## config.mk

```make
export PLATFORM = sky130hd
export DESIGN_NAME = mcycle_ctrl
export DESIGN_NICKNAME = d
export VERILOG_FILES = /design/src/rtl/mcycle_ctrl.sv
export SDC_FILE = /design/constraint.sdc
export NUM_CORES = 1
export LEC_CHECK = 0
export CAP_MARGIN = 20
export CELL_PAD_IN_SITES_DETAIL_PLACEMENT = 1
export CELL_PAD_IN_SITES_GLOBAL_PLACEMENT = 2
export CORE_UTILIZATION = 19
export DETAILED_ROUTE_END_ITERATION = 6
export PLACE_DENSITY_LB_ADDON = 0.1
export SYNTH_ARGS = -nofsm -noshare
export SYNTH_HDL_FRONTEND = slang
export SYNTH_SLANG_ARGS = --single-unit
```

## constraint.sdc

```tcl
create_clock -name clk -period 2.6 [get_ports clk]
set_input_delay 0.52 -clock clk [delete_from_list [all_inputs] [get_ports clk]]
set_output_delay 0.52 -clock clk [all_outputs]
set_load 0.01 [all_outputs]
```

## src/rtl/mcycle_ctrl.sv

```systemverilog
// mcycle_ctrl: multicycle control unit for the ARM-subset datapath.
//   Decodes the latched instruction and runs a Moore FSM through
//   fetch/decode/execute/memory/writeback. It holds the NZCV flag register
//   and evaluates the condition field.
// Ports:
//   clk, reset            rising-edge clock, asynchronous active-high reset
//   Instr[31:0]           instruction register contents
//   ALUFlags[3:0]         {N,Z,C,V} from the ALU, sampled on leaving execute states
//   PCWrite, MemWrite, RegWrite, IRWrite, FPUWrite   write enables (0 during reset)
//   AdrSrc, RegSrc, ALUSrcA, ALUSrcB, ResultSrc, ImmSrc, ALUControl   datapath selects
//   RegSrc64b, Src_64b    multiply register remap / 64-bit writeback
// Configuration: define MCYCLE_CTRL_FPU_EN to include FP decode and the FPEX/FPWB states.
module mcycle_ctrl #(
  parameter int unsigned STATE_W = 4
) (
  input  logic        clk,
  input  logic        reset,
  input  logic [31:0] Instr,
  input  logic [3:0]  ALUFlags,
  output logic        PCWrite,
  output logic        MemWrite,
  output logic        RegWrite,
  output logic        IRWrite,
  output logic        AdrSrc,
  output logic [1:0]  RegSrc,
  output logic [1:0]  ALUSrcA,
  output logic [1:0]  ALUSrcB,
  output logic [1:0]  ResultSrc,
  output logic [1:0]  ImmSrc,
  output logic [2:0]  ALUControl,
  output logic        RegSrc64b,
  output logic        Src_64b,
  output logic        FPUWrite
);

  typedef enum logic [STATE_W-1:0] {
    FETCH, DECODE, MEMADR, MEMRD, MEMWB, MEMWR, EXR, EXI, ALUWB, BRANCH, MULEX, MULWB
`ifdef MCYCLE_CTRL_FPU_EN
    , FPEX, FPWB
`endif
  } state_t;

  state_t      state_q, state_d;
  logic [3:0]  flags_q, flags_d;   // {N,Z,C,V}
  logic        cond_q, cond_d;

  logic [1:0]  op;
  logic [3:0]  cmd;
  logic        s_bit;
  logic        is_mul;
  logic        is_cmp;
  logic        cv_cmd;
  logic [2:0]  dp_alu;
  logic [2:0]  mul_alu;
  logic        cond_ex;
  logic        fl_n, fl_z, fl_c, fl_v;
  logic        unused_instr;

  assign op      = Instr[27:26];
  assign cmd     = Instr[24:21];
  assign s_bit   = Instr[20];
  assign is_mul  = (Instr[27:24] == 4'b0000) && (Instr[7:4] == 4'b1001);
  assign is_cmp  = (cmd == 4'b1010);
  assign cv_cmd  = (cmd == 4'b0100) || (cmd == 4'b0010) || is_cmp;
  assign mul_alu = Instr[23] ? (Instr[22] ? 3'b110 : 3'b101) : 3'b100;
  assign ImmSrc  = Instr[27:26];
  assign RegSrc  = {op == 2'b01, op == 2'b10};
  assign {fl_n, fl_z, fl_c, fl_v} = flags_q;
  assign unused_instr = ^{Instr[19:16], Instr[11:8], Instr[3:0]};

  always_comb begin
    dp_alu = 3'b000;
    unique case (cmd)
      4'b0010, 4'b1010: dp_alu = 3'b001;
      4'b0000:          dp_alu = 3'b010;
      4'b1100:          dp_alu = 3'b011;
      default:          dp_alu = 3'b000;
    endcase
  end

  always_comb begin
    cond_ex = 1'b0;
    unique case (Instr[31:28])
      4'b0000: cond_ex = fl_z;
      4'b0001: cond_ex = ~fl_z;
      4'b0010: cond_ex = fl_c;
      4'b0011: cond_ex = ~fl_c;
      4'b0100: cond_ex = fl_n;
      4'b0101: cond_ex = ~fl_n;
      4'b0110: cond_ex = fl_v;
      4'b0111: cond_ex = ~fl_v;
      4'b1000: cond_ex = fl_c & ~fl_z;
      4'b1001: cond_ex = ~fl_c | fl_z;
      4'b1010: cond_ex = (fl_n == fl_v);
      4'b1011: cond_ex = (fl_n != fl_v);
      4'b1100: cond_ex = ~fl_z & (fl_n == fl_v);
      4'b1101: cond_ex = fl_z | (fl_n != fl_v);
      4'b1110: cond_ex = 1'b1;
      default: cond_ex = 1'b0;
    endcase
  end

  always_ff @(posedge clk or posedge reset) begin
    if (reset) begin
      state_q <= FETCH;
      flags_q <= '0;
      cond_q  <= 1'b0;
    end else begin
      state_q <= state_d;
      flags_q <= flags_d;
      cond_q  <= cond_d;
    end
  end

  always_comb begin
    state_d    = FETCH;
    flags_d    = flags_q;
    cond_d     = cond_q;
    PCWrite    = 1'b0;
    MemWrite   = 1'b0;
    RegWrite   = 1'b0;
    IRWrite    = 1'b0;
    AdrSrc     = 1'b0;
    ALUSrcA    = 2'b00;
    ALUSrcB    = 2'b00;
    ResultSrc  = 2'b00;
    ALUControl = 3'b000;
    RegSrc64b  = 1'b0;
    Src_64b    = 1'b0;
    FPUWrite   = 1'b0;

    // Flags are captured on the edge that leaves an execute state.
    if (((state_q == EXR) || (state_q == EXI) || (state_q == MULEX)) && s_bit && cond_q) begin
      flags_d[3:2] = ALUFlags[3:2];
      if ((state_q != MULEX) && cv_cmd) flags_d[1:0] = ALUFlags[1:0];
    end

    case (state_q)
      FETCH: begin
        ALUSrcA = 2'b01; ALUSrcB = 2'b10; ResultSrc = 2'b10;
        IRWrite = 1'b1;  PCWrite = 1'b1;
        state_d = DECODE;
      end
      DECODE: begin
        ALUSrcA = 2'b01; ALUSrcB = 2'b10; ResultSrc = 2'b10;
        cond_d  = cond_ex;
        unique case (op)
          2'b01:   state_d = MEMADR;
          2'b10:   state_d = BRANCH;
          2'b00:   state_d = is_mul ? MULEX : (Instr[25] ? EXI : EXR);
`ifdef MCYCLE_CTRL_FPU_EN
          default: state_d = ((Instr[27:24] == 4'b1110) && (Instr[11:9] == 3'b101)) ? FPEX : FETCH;
`else
          default: state_d = FETCH;
`endif
        endcase
      end
      MEMADR: begin
        ALUSrcB = 2'b01;
        state_d = Instr[20] ? MEMRD : MEMWR;
      end
      MEMRD: begin
        AdrSrc  = 1'b1;
        state_d = MEMWB;
      end
      MEMWR: begin
        AdrSrc   = 1'b1;
        MemWrite = cond_q;
        state_d  = FETCH;
      end
      MEMWB: begin
        ResultSrc = 2'b01;
        RegWrite  = cond_q;
        PCWrite   = cond_q && (Instr[15:12] == 4'hF);
        state_d   = FETCH;
      end
      EXR: begin
        ALUControl = dp_alu;
        state_d    = ALUWB;
      end
      EXI: begin
        ALUSrcB    = 2'b01;
        ALUControl = dp_alu;
        state_d    = ALUWB;
      end
      ALUWB: begin
        RegWrite = cond_q & ~is_cmp;
        PCWrite  = cond_q & ~is_cmp & (Instr[15:12] == 4'hF);
        state_d  = FETCH;
      end
      BRANCH: begin
        ALUSrcA = 2'b01; ALUSrcB = 2'b01; ResultSrc = 2'b10;
        PCWrite = cond_q;
        state_d = FETCH;
      end
      MULEX: begin
        RegSrc64b  = 1'b1;
        ALUControl = mul_alu;
        state_d    = MULWB;
      end
      MULWB: begin
        RegSrc64b = 1'b1;
        RegWrite  = cond_q;
        Src_64b   = Instr[23];
        state_d   = FETCH;
      end
`ifdef MCYCLE_CTRL_FPU_EN
      FPEX: state_d = FPWB;
      FPWB: begin
        FPUWrite = cond_q;
        state_d  = FETCH;
      end
`endif
      default: state_d = FETCH;
    endcase

    // FETCH is the reset state; keep its enables from firing while reset is held.
    if (reset) begin
      PCWrite  = 1'b0;
      MemWrite = 1'b0;
      RegWrite = 1'b0;
      IRWrite  = 1'b0;
      FPUWrite = 1'b0;
    end
  end

endmodule

```

==> results by group <==
Detailed routing
  – Vias: 1020
  – DRC errors left: 0
  – First-pass iteration count of the detailed router: 2
  – Starting DRT DRC Count: 19
  – Vias per inst: 4.72
  – Routed wire per std cell: 13.9 um
  – Antenna-violating nets left: 0
  – Post-Route WL: 3000 um

Placement
  – DP HPWL: 2520 um
  – Placed Cells incl. Taps: 212
  – Last weighted congestion value of the routability-driven placer: 0.741
  – Port bufs: 44

Outcome
  – Outcome: finished, final reports clean

Finish
  – Fin nets: 203
  – ANT cells: 0
  – Layout Utilization: 33.3%
  – Post-route non-filler standard cell count: 216
  – Fillers: 537
  – Share of layout cells above drive strength 1: 15.2%
  – Area Overhead vs Synth: 64.6%

Synthesis
  – Synth Warn #: 0
  – Complex-gate fraction of the synthesized area: 19.8%
  – Distinct cells, synth: 40
  – Register bit total from synthesis: 9
  – Synthesized area: 898 sq um
  – Synth Area in Adders: 0%
  – Simple-Gate Fraction of Synth Area: 30.8%
  – Multiplexer area fraction after synthesis: 7.24%
  – Area share of the largest cell type after synthesis: 25.1%
  – Synth area leader: dfrtp_1
  – Seq/Total Area, Yosys: 25.1%
  – Synth Instances: 115
  – Number of synthesized flops with an enable pin: 0
  – Primary FF master, synth: dfrtp_1
  – Async set or reset register ratio after synthesis: 100%
  – Synth Area in XOR/XNOR: 6.82%
  – Largest family of logic cells by synthesized area: simple AND/OR/NAND/NOR gates
  – Top cells by area, synth: dfrtp_1 (25%), nor2_1 (5.4%), buf_4 (5.0%), mux2_2 (5.0%), xor2_1 (4.9%)
  – Syn_area_per_cell: 7.81 sq um

GRT
  – Antenna violations before repair: 0
  – Largest net degree at the start of global routing: 13
  – First-pass GRT wire length: 5050 um
  – Vias in the first global route: 1073
  – Gr usage total: 12.7%
  – Total grt overflow: 0

Timing
  – Shortest period the worst path allows: 2.50 ns
  – Pins Over Slew Limit: 0
  – Relative slew slack: 66.5%
  – RSZ-0062 raised after global routing: no
  – Final setup vio count: 0
  – Endpoints failing hold: 0
  – Fmax achieved: 0.400 GHz
  – Final Skew: 0.00414 ns
  – Final worst path period share: 96.1%
  – Worst slew pin tran: 0.496 ns

Clock network
  – CTS tree: done
  – H-Tree Depth: 1
  – Clock Tree Buf Depth: 2
  – Root Buffer: clkbuf_8
  – Skew-Pair Late Insertion Delay: 0.23 ns
  – CTS buffer count: 3
  – Setup bufs post-CTS: 0
  – Post-CTS Hold Fix Bufs: 0
  – CTS Sinks: 9
  – Clk slew on worst S/H paths: 0.04 ns

Hold path
  – HP Class: reg -> reg
  – Worst Hold Launch: flags_q[1]$_DFFE_PP0P_
  – Hold Path Sink: flags_q[1]$_DFFE_PP0P_
  – Cell depth of the worst min-delay path: 1

Floorplanning
  – Ports: 59
  – Die W: 70.8 um
  – Starting Density: 20.2%
  – Cell Rows: 24
  – Die span in y: 70.8 um
  – Die footprint: 0.00501 sq mm
  – Core Box Area: 0.00444 sq mm

Setup path
  – Critical path peak fanout: 2
  – Reg2reg path depth: 7
  – Startpoint types: input port
  – Arr. time, crit path: 1.98 ns
  – Reg2Reg Setup Slack: 0.90 ns
  – RR Endpoint: flags_q[1]$_DFFE_PP0P_
  – Start of the worst register-to-register path: state_q[3]$_DFF_PP0_
  – Kind of critical path: in -> out
  – WP data required: 2.08 ns
  – Crit. End Element: primary output

Run
  – Max Cap Violations: 0

Power
  – Leak: 0.630 nW
  – PwrDens: 782 mW/mm^2
  – VDD IR-drop max: 0.255 mV
-- critical path: stages --
cell and delay, ns:
clkdlybuf4s50_1 0.42, nor4bb_4 0.17, or3_1 0.33, a21oi_2 0.14, nor2_1 0.05, nor2_1 0.10, clkdlybuf4s15_1 0.25
-- metal layers --
metal / global-route usage, % / wire length, um / share of wire [%] / up-vias
li1: - / - / - / 511
met1: 15.5 / 1380 / 46 / 468
met2: 22.0 / 1410 / 47 / 36
met3: 1.57 / 154 / 5.1 / 5
met4: 6.00 / 57 / 1.9 / 0
met5: 0 / 0 / 0 / -
-- cells in the final DEF, fill, tap and decap left out, types with 3 or more instances in the layout --
| cell | instances |
|---|---|
| clkbuf_8 | 3 |
| inv_1 | 6 |
| o21ai_0 | 5 |
| nor2b_1 | 3 |
| dfrtp_1 | 9 |
| clkdlybuf4s50_1 | 39 |
| o32ai_1 | 3 |
| mux2_2 | 4 |
| dlygate4sd2_1 | 3 |
| or3_1 | 3 |
| buf_4 | 11 |
| a21oi_1 | 6 |
| xor2_1 | 5 |
| nor2_1 | 13 |
| nand2_1 | 8 |
| nor3_1 | 6 |
-- sequential cells by signal, summed over array words and instances, names as in the netlist --
name / cells
state_q: 4
cond_q: 1
flags_q: 4
-- synthesized netlist by cell type (2+ instances only) --
cell type  number
inv_1           6
buf_4           6
o21ai_0         5
buf_2           2
nor4bb_1        2
mux2_2          4
o32ai_1         3
or3_1           3
nor3_1          6
a21oi_1         7
nor4_1          2
mux2i_1         2
nand3b_1        2
nor2b_1         3
nand2b_1        2
a211oi_1        2
xor2_1          5
clkbuf_1        3
nor2_1         13
dfrtp_1         9
nand2_1         8
xnor2_1         2
-- worst max-delay path by stage --
stage / from / end / slack (ns) / depth (start not counted)
2_1_floorplan: state_q[3]$_DFF_PP0_ / PCWrite / 0.51 / 5
6_report: Instr[22] / RegWrite / 0.10 / 7
5_1_grt: Instr[23] / RegWrite / 0.02 / 7
3_3_place_gp: Instr[24] / PCWrite / -0.35 / 7
4_1_cts: Instr[24] / PCWrite / 0.03 / 7
3_5_place_dp: Instr[24] / PCWrite / -0.35 / 7
-- per-stage QoR --
step	cell area [sq um]	setup TNS [ns]	setup slack, ns	power [W]	hold WS, ns
finish	1480	0	0.101	0.00116	0.568
global route	1480	0	0.0189	0.00126	0.604
CTS	1480	0	0.0292	0.00117	0.577
detailed placement	1420	-1.02	-0.348	0.00101	0.568
global placement	1420	-0.937	-0.350	0.000997	0.557
floorplan	902	0	0.512	0.000661	0.364
-- timing repair --
| item | in CTS | in global routing |
|---|---|---|
| endpoints found under the setup margin | 4 | 2 |
| resized for setup | 8 | 3 |
| pin swaps | 2 | 1 |
-- logic make-up (layout without fill, tap and decap cells) --
| kind of cell | Yosys count | count (layout) |
|---|---|---|
| compound gates | 25 | 25 |
| xor+xnor | 7 | 7 |
| buf+inv | 17 | 65 |
| flops | 9 | 9 |
| mux | 6 | 6 |
| other cells | 1 | 2 |
| simple gates | 50 | 50 |
-- cell type report --
type / count / area, sq um / area share, %
clock buffer: 4 / 45.0 / 3.05
multi-input combinational: 90 / 607 / 41.0
sequential: 9 / 225 / 15.2
inverter: 6 / 22.5 / 1.52
tap: 52 / 65.1 / 4.40
timing repair buffer: 55 / 514 / 34.8
-- power breakdown --
group	switching (W)	internal (W)
Combinational	0.000348	0.000377
Sequential	0.0000764	0.000193
Clock	0.0000550	0.000107
Total	0.000479	0.000677
(Power assumes the default switching activity.)
